File: config.mk
export PLATFORM = sky130hd
export DESIGN_NAME = axis_ringmod_multi
export DESIGN_NICKNAME = d
export VERILOG_FILES = /design/src/rtl/ringmod_pkg.sv /design/src/rtl/ringmod_carrier_nco.sv /design/src/rtl/axis_ringmod_multi.sv
export SDC_FILE = /design/constraint.sdc
export NUM_CORES = 2
export LEC_CHECK = 0
export CAP_MARGIN = 20
export CORE_MARGIN = 8
export CORE_UTILIZATION = 40
export DETAILED_ROUTE_END_ITERATION = 12
export GPL_ROUTABILITY_DRIVEN = 0
export GPL_TIMING_DRIVEN = 0
export PLACE_DENSITY_LB_ADDON = 0.1
export SYNTH_ARGS = -nofsm -noshare
export SYNTH_HDL_FRONTEND = slang
export SYNTH_HIERARCHICAL = 1
export SYNTH_SLANG_ARGS = --single-unit
File: constraint.sdc
create_clock -name clk -period 27.8 [get_ports clk]
set_clock_uncertainty 0.15 [all_clocks]
set_input_delay 4.17 -clock clk [delete_from_list [all_inputs] [get_ports clk]]
set_output_delay 4.17 -clock clk [all_outputs]
set_load 0.01 [all_outputs]
File: src/rtl/ringmod_pkg.sv
// Shared types and constants for the multi-channel ring modulator.
// The sine table generator is only referenced when RINGMOD_SINE_LUT_EN is defined.
package ringmod_pkg;

  typedef enum logic [1:0] {
    WAVE_TRI = 2'b00,
    WAVE_SQR = 2'b01,
    WAVE_SAW = 2'b10,
    WAVE_SIN = 2'b11
  } wave_t;

  localparam int MIX_W     = 9;
  localparam int MIX_SHIFT = 8;
  localparam int MIX_FULL  = 256;
  localparam int SIN_DEPTH = 1024;

  // round((2^(pw-1)-1) * sin(2*pi*idx/SIN_DEPTH)), evaluated at elaboration
  function automatic int sine_val(input int idx, input int pw);
    real amp;
    real x;
    amp = (2.0 ** (pw - 1)) - 1.0;
    x = amp * $sin(2.0 * 3.141592653589793 * real'(idx) / real'(SIN_DEPTH));
    if (x >= 0.0) return int'($floor(x + 0.5));
    return -int'($floor(-x + 0.5));
  endfunction

endpackage

File: src/rtl/ringmod_carrier_nco.sv
// Frame-rate phase accumulator and waveform decode for the ring modulator.
// Sine ROM is built only when RINGMOD_SINE_LUT_EN is defined.
module ringmod_carrier_nco
  import ringmod_pkg::*;
#(
  parameter int PHASE_W = 16,
  parameter int NUM_CH  = 2
) (
  input  logic               clk,
  input  logic               resetn,
  input  logic               accept,
  input  logic               last,
  input  logic               enable,
  input  logic [1:0]         wave,
  input  logic [PHASE_W-1:0] inc,
  output logic [PHASE_W-1:0] carrier
);

  localparam int CH_W = (NUM_CH > 1) ? $clog2(NUM_CH) : 1;
  localparam logic [CH_W-1:0] CH_LAST = CH_W'(NUM_CH - 1);

  logic [PHASE_W-1:0] phase;
  logic [CH_W-1:0]    ch_idx;
  logic               frame_end;
  wave_t              wsel;
  logic [PHASE_W-2:0] tri_t;
  logic [PHASE_W-1:0] tri_c;
  logic [PHASE_W-1:0] sqr_c;
  logic [PHASE_W-1:0] saw_c;
  logic [PHASE_W-1:0] car_next;

  assign wsel      = wave_t'(wave);
  assign frame_end = accept && (last || (ch_idx == CH_LAST));

  assign tri_t = phase[PHASE_W-1] ? ~phase[PHASE_W-2:0]
                                  : phase[PHASE_W-2:0];
  assign tri_c = {~tri_t[PHASE_W-2], tri_t[PHASE_W-3:0], 1'b0};
  assign sqr_c = phase[PHASE_W-1] ? {1'b1, {(PHASE_W-1){1'b0}}}
                                  : {1'b0, {(PHASE_W-1){1'b1}}};
  assign saw_c = {~phase[PHASE_W-1], phase[PHASE_W-2:0]};

`ifdef RINGMOD_SINE_LUT_EN
  localparam int SIN_AW = $clog2(SIN_DEPTH);
  logic [PHASE_W-1:0] sin_rom [SIN_DEPTH];
  logic [PHASE_W-1:0] sin_c;
  for (genvar i = 0; i < SIN_DEPTH; i++) begin : g_rom
    assign sin_rom[i] = PHASE_W'(sine_val(i, PHASE_W));
  end
  assign sin_c = sin_rom[phase[PHASE_W-1 -: SIN_AW]];
`endif

  // waveform select from the current frame-start phase
  always_comb begin
    car_next = tri_c;
    unique case (wsel)
      WAVE_TRI: car_next = tri_c;
      WAVE_SQR: car_next = sqr_c;
      WAVE_SAW: car_next = saw_c;
`ifdef RINGMOD_SINE_LUT_EN
      WAVE_SIN: car_next = sin_c;
`else
      WAVE_SIN: car_next = tri_c;
`endif
    endcase
  end

  // channel counter, frame-end phase advance and S1 carrier register
  always_ff @(posedge clk) begin
    if (!resetn) begin
      phase   <= '0;
      ch_idx  <= '0;
      carrier <= '0;
    end else if (accept) begin
      carrier <= car_next;
      ch_idx  <= frame_end ? '0 : ch_idx + 1'b1;
      if (frame_end && enable) phase <= phase + inc;
    end
  end

endmodule

File: src/rtl/axis_ringmod_multi.sv
// Multi-channel AXI-Stream ring modulator with wet/dry mix, 3-stage pipeline.
// Optional sine carrier enabled by defining RINGMOD_SINE_LUT_EN.
module axis_ringmod_multi
  import ringmod_pkg::*;
#(
  parameter int SAMPLE_W = 24,
  parameter int WORD_W   = 32,
  parameter int PHASE_W  = 16,
  parameter int NUM_CH   = 2
) (
  input  logic               clk,
  input  logic               resetn,
  input  logic               ringmod_enable,
  input  logic [1:0]         ringmod_wave,
  input  logic [PHASE_W-1:0] ringmod_inc,
  input  logic [MIX_W-1:0]   ringmod_mix,
  input  logic [WORD_W-1:0]  s_axis_data,
  input  logic               s_axis_valid,
  output logic               s_axis_ready,
  input  logic               s_axis_last,
  output logic [WORD_W-1:0]  m_axis_data,
  output logic               m_axis_valid,
  input  logic               m_axis_ready,
  output logic               m_axis_last
);

  localparam int PROD_W = SAMPLE_W + PHASE_W;
  localparam int MIXA_W = SAMPLE_W + 10;
  localparam logic [MIX_W-1:0] MIX_MAX = MIX_W'(MIX_FULL);
  localparam logic [SAMPLE_W-1:0] S_MAX = {1'b0, {(SAMPLE_W-1){1'b1}}};
  localparam logic [SAMPLE_W-1:0] S_MIN = {1'b1, {(SAMPLE_W-1){1'b0}}};

  logic adv;
  logic accept;
  logic [MIX_W-1:0] mix_clamp;

  logic                s1_valid;
  logic                s1_last;
  logic                s1_en;
  logic [MIX_W-1:0]    s1_mix;
  logic [WORD_W-1:0]   s1_word;
  logic [PHASE_W-1:0]  carrier;

  logic                s2_valid;
  logic                s2_last;
  logic                s2_en;
  logic [MIX_W-1:0]    s2_mix;
  logic [WORD_W-1:0]   s2_word;
  logic [SAMPLE_W-1:0] s2_wet;

  assign adv          = !m_axis_valid || m_axis_ready;
  assign s_axis_ready = adv && resetn;
  assign accept       = s_axis_valid && s_axis_ready;
  assign mix_clamp    = (ringmod_mix > MIX_MAX) ? MIX_MAX : ringmod_mix;

  ringmod_carrier_nco #(
    .PHASE_W (PHASE_W),
    .NUM_CH  (NUM_CH)
  ) u_nco (
    .clk     (clk),
    .resetn  (resetn),
    .accept  (accept),
    .last    (s_axis_last),
    .enable  (ringmod_enable),
    .wave    (ringmod_wave),
    .inc     (ringmod_inc),
    .carrier (carrier)
  );

  // S2 datapath: full-width product, rescale, saturate
  logic signed [SAMPLE_W-1:0] s1_smp;
  logic signed [PHASE_W-1:0]  s1_car;
  logic signed [PROD_W-1:0]   prod;
  logic signed [PROD_W-1:0]   prod_sh;
  logic [PROD_W-SAMPLE_W:0]   prod_top;
  logic [SAMPLE_W-1:0]        wet_next;

  assign s1_smp   = s1_word[SAMPLE_W-1:0];
  assign s1_car   = carrier;
  assign prod     = s1_smp * s1_car;
  assign prod_sh  = prod >>> (PHASE_W - 1);
  assign prod_top = prod_sh[PROD_W-1:SAMPLE_W-1];
  assign wet_next = ((&prod_top) || !(|prod_top))
                  ? prod_sh[SAMPLE_W-1:0]
                  : (prod_sh[PROD_W-1] ? S_MIN : S_MAX);

  // S3 datapath: dry + (wet - dry) * mix / 256, saturate
  logic signed [MIXA_W-1:0] dry_x;
  logic signed [MIXA_W-1:0] wet_x;
  logic signed [MIXA_W-1:0] mix_x;
  logic signed [MIXA_W-1:0] diff;
  logic signed [MIXA_W-1:0] scaled;
  logic signed [MIXA_W-1:0] sum;
  logic [MIXA_W-SAMPLE_W:0] sum_top;
  logic [SAMPLE_W-1:0]      mix_out;

  assign dry_x   = {{(MIXA_W-SAMPLE_W){s2_word[SAMPLE_W-1]}},
                    s2_word[SAMPLE_W-1:0]};
  assign wet_x   = {{(MIXA_W-SAMPLE_W){s2_wet[SAMPLE_W-1]}}, s2_wet};
  assign mix_x   = {{(MIXA_W-MIX_W){1'b0}}, s2_mix};
  assign diff    = wet_x - dry_x;
  assign scaled  = (diff * mix_x) >>> MIX_SHIFT;
  assign sum     = dry_x + scaled;
  assign sum_top = sum[MIXA_W-1:SAMPLE_W-1];
  assign mix_out = ((&sum_top) || !(|sum_top))
                 ? sum[SAMPLE_W-1:0]
                 : (sum[MIXA_W-1] ? S_MIN : S_MAX);

  // S1: capture beat and its controls
  always_ff @(posedge clk) begin
    if (!resetn) begin
      s1_valid <= 1'b0;
      s1_last  <= 1'b0;
      s1_en    <= 1'b0;
      s1_mix   <= '0;
      s1_word  <= '0;
    end else if (adv) begin
      s1_valid <= s_axis_valid;
      s1_last  <= s_axis_last;
      s1_en    <= ringmod_enable;
      s1_mix   <= mix_clamp;
      s1_word  <= s_axis_data;
    end
  end

  // S2: register saturated wet sample alongside the dry word
  always_ff @(posedge clk) begin
    if (!resetn) begin
      s2_valid <= 1'b0;
      s2_last  <= 1'b0;
      s2_en    <= 1'b0;
      s2_mix   <= '0;
      s2_word  <= '0;
      s2_wet   <= '0;
    end else if (adv) begin
      s2_valid <= s1_valid;
      s2_last  <= s1_last;
      s2_en    <= s1_en;
      s2_mix   <= s1_mix;
      s2_word  <= s1_word;
      s2_wet   <= wet_next;
    end
  end

  // S3: output register, bypass passes the word untouched
  always_ff @(posedge clk) begin
    if (!resetn) begin
      m_axis_valid <= 1'b0;
      m_axis_last  <= 1'b0;
      m_axis_data  <= '0;
    end else if (adv) begin
      m_axis_valid <= s2_valid;
      m_axis_last  <= s2_last;
      m_axis_data  <= s2_en ? {s2_word[WORD_W-1:SAMPLE_W], mix_out}
                            : s2_word;
    end
  end

endmodule

==> flow_metrics.tcl <==
set metrics [dict create \
    cts.htree.levels 4 \
    critPathMaxFanout 9 \
    p_seq_share_pct 15.1 \
    post_synth.cell_area_avg_sq_um 8.38 \
    final.min_clock_period_ns 12.56 \
    area_delta_synth_final_pct 9.40 \
    synth_area_sq_um 31700 \
    cts_hold_buf 0 \
    final_antenna_net_count 0 \
    synth_edf_count 0 \
    clk_path_buf_depth 2 \
    slew_headroom_pct 22.0 \
    stdcell_area_sq_um 34700 \
    synth_area_leaders "fa_1 35%, dfxtp_1 11%, ha_1 9.3%, inv_1 7.6%, nand2_1 7.5%" \
    rsz0062_at_grt "no" \
    port_buffers 99 \
    hold_path_startpoint "s1_mix[4]$_SDFFE_PN0N_" \
    root_buffer "clkbuf_16" \
    holdPathEnd "s2_mix[4]$_SDFFE_PN0N_" \
    ys_seq_area_share_pct 11.3 \
    wl_microns 99900 \
    grt_max_degree 21 \
    dieWidth_microns 298 \
    synth-seq-cells 179 \
    max-vdd-ir-drop_v 0.0000487 \
    intPower_uw 971 \
    core_area_sq_um 78700 \
    rows 103 \
    p_per_area_nw_per_um2 60.7 \
    crit_required_ns 27.97 \
    critical_path.slowest_cell "o22ai_1" \
    synth_cell_types 85 \
    grt_pass1_vias 26300 \
    nets 4775 \
    worstSetupPathType "flop to flop" \
    antenna_found_initial 3 \
    drv_cap 0 \
    r2r_start "s2_word[1]$_SDFFE_PN0N_" \
    viasPerCell 5.26 \
    syn_inst 3790 \
    r2r-end "m_axis_data[6]$_SDFFE_PN0N_" \
    dpl_cell_area_sq_um 34100 \
    critPathMostFrequentCell "fa_1" \
    io_pins 100 \
    synthArstFlopShare_pct 0 \
    post-cts-setup-buffers 0 \
    syn-num-nets 4648 \
    period_share_pct 45.2 \
    reg2regPathDepth 40 \
    route.detailed.drc 0 \
    setup-tns-final_ns 0 \
    tritoncts "done" \
    post-route-util_pct 44.1 \
    finalSetupViolations 0 \
    cp-end-kind "flop" \
    synth_top_cell_area_share_pct 35.1 \
    p_sw_mw 1.14 \
    p_leak_nw 15.7 \
    swShare_pct 54.0 \
    reg2reg_slack_ns 15.24 \
    cts_resized 0 \
    grt_pass1_wl_microns 157000 \
    gr-usage-all-layers_pct 22.7 \
    clk_pin_slew_ns 0.10 \
    die_h_microns 298 \
    status "finished, final reports clean" \
    synth_ff_type "dfxtp_1" \
    numCtsBuffers 17 \
    first_iter_violations 2029 \
    cts.sinks 179 \
    firstDrtPassIters 5 \
    grt-ovfl-total 0 \
    yosysWarnings 6 \
    hold_depth 2 \
    dp_hpwl_microns 83800 \
    vias 26200 \
    post_route_cells_drive_above_1_share_pct 2.11 \
    slew_viol_final 0 \
    die_area_sq_um 88600 \
    post-place-ws_ns 15.42 \
    hold_class "flop to flop" \
    critPathLaunchType "flop" \
    critPathArrivalTime_ns 12.73 \
    post_drt_wl_per_cell_microns 20.1 \
    cp_slowest_stage_delay_ns 0.70 \
    start_util_pct 40.3 \
    finalHoldViolCount 0 \
    fmax_ghz 0.0796 \
    worst_slack_ns 15.24 \
    yosysTopAreaCell "fa_1" \
    combPwrFrac_pct 72.7 \
    pwr-share-clk_pct 12.2 \
    clock_latency_ns 0.49 \
    worst_pin_slew_ns 1.16 \
]
[area by class of cell]
cell class | instances | area, sq um
clock inverter | 15 | 179
multi-input combinational | 2762 | 24900
tap | 1050 | 1310
fill | 8035 | 44000
timing repair buffer | 108 | 1060
buffer | 202 | 787
inverter | 647 | 2430
sequential | 179 | 3580
clock buffer | 17 | 425
antenna | 1 | 2.50
[worst max-delay path, delay by kind of cell (launching register included)]
family / cells / cell delay [ns]
compound gates: 17 / 5.44
fa+ha+maj: 8 / 3.58
flops: 1 / 0.48
simple gates: 7 / 1.25
buf+inv: 5 / 0.51
xor+xnor: 2 / 0.57
mux: 1 / 0.40
[placed cells by master, fill, tap and decap left out, types with 33 or more instances in the layout]
master	synthesis	final
o21ai_0	92	92
nand3_1	55	55
xnor2_1	74	74
nor3_1	33	33
clkdlybuf4s50_1	0	99
ha_1	236	236
a21oi_1	281	281
and2_1	207	207
nand2b_1	53	53
fa_1	557	557
nor2_1	96	96
nand2_1	632	632
a21o_1	45	45
dfxtp_1	179	179
clkbuf_1	185	185
inv_1	646	646
[kinds of logic after synthesis]
family | share of synthesized area [%]
DFF | 11.3
AOI/OAI and AO/OA | 13.4
muxes | 0.339
and+or+nand+nor | 17.5
xor gates and xnor gates | 2.78
adders and majority gates | 44.5
buffers and inverters | 10.1
[worst max-delay path by stage]
stage	from	endpoint	slack, ns
2_1_floorplan	s2_word[1]$_SDFFE_PN0N_	m_axis_data[9]$_SDFFE_PN0N_	17.96
3_3_place_gp	s2_word[0]$_SDFFE_PN0N_	m_axis_data[6]$_SDFFE_PN0N_	15.35
3_5_place_dp	s2_word[0]$_SDFFE_PN0N_	m_axis_data[5]$_SDFFE_PN0N_	15.42
4_1_cts	s2_word[0]$_SDFFE_PN0N_	m_axis_data[18]$_SDFFE_PN0N_	15.32
5_1_grt	s2_word[1]$_SDFFE_PN0N_	m_axis_data[6]$_SDFFE_PN0N_	14.55
6_report	s2_word[1]$_SDFFE_PN0N_	m_axis_data[6]$_SDFFE_PN0N_	15.24
[flip-flops by register name, summed over array words and instances, names as in the netlist, 9 cells and up]
signal and flops:
s2_mix 9, m_axis_data 32, u_nco/phase 16, s2_word 32, s1_mix 9, u_nco/carrier 16
s1_word 32, s2_wet 24
[routing by layer]
metal	part of all wire [%]	wire length [microns]	global-route usage, %	up-vias
met5	0	0	0	-
met1	48	47900	33.4	13200
met4	1.8	1800	4.22	0
met2	44	44200	35.4	701
met3	6.0	6010	3.50	79
li1	-	-	-	12300
[synth_stat cells (all sizes together) (35+ instances only)]
master,n
o21ai,109
clkbuf,186
nor3,35
nand2b,53
and2,207
a21o,47
nand2,632
ha,236
nand3,55
fa,557
dfxtp,179
inv,646
a21oi,281
nor2,97
xnor2,75
[stage by stage]
step	power (mW)	cells	hold slack, ns
after global routing	2.30	4980	0.322
after detailed placement	1.83	4942	0.295
after CTS	2.10	4974	0.306
after floorplan	1.36	3790	0.276
after global placement	1.83	4939	0.290
final	2.11	4981	0.298
[power by group through the flow]
| stage | clock network, mW | logic [mW] | registers (mW) |
|---|---|---|---|
| 6_report | 0.257 | 1.53 | 0.319 |
| 3_3_place_gp | 0 | 1.50 | 0.324 |
| 3_5_place_dp | 0 | 1.51 | 0.323 |
| 2_1_floorplan | 0 | 1.06 | 0.304 |
| 5_1_grt | 0.271 | 1.71 | 0.319 |
| 4_1_cts | 0.261 | 1.52 | 0.318 |
(Power assumes the default switching activity.)
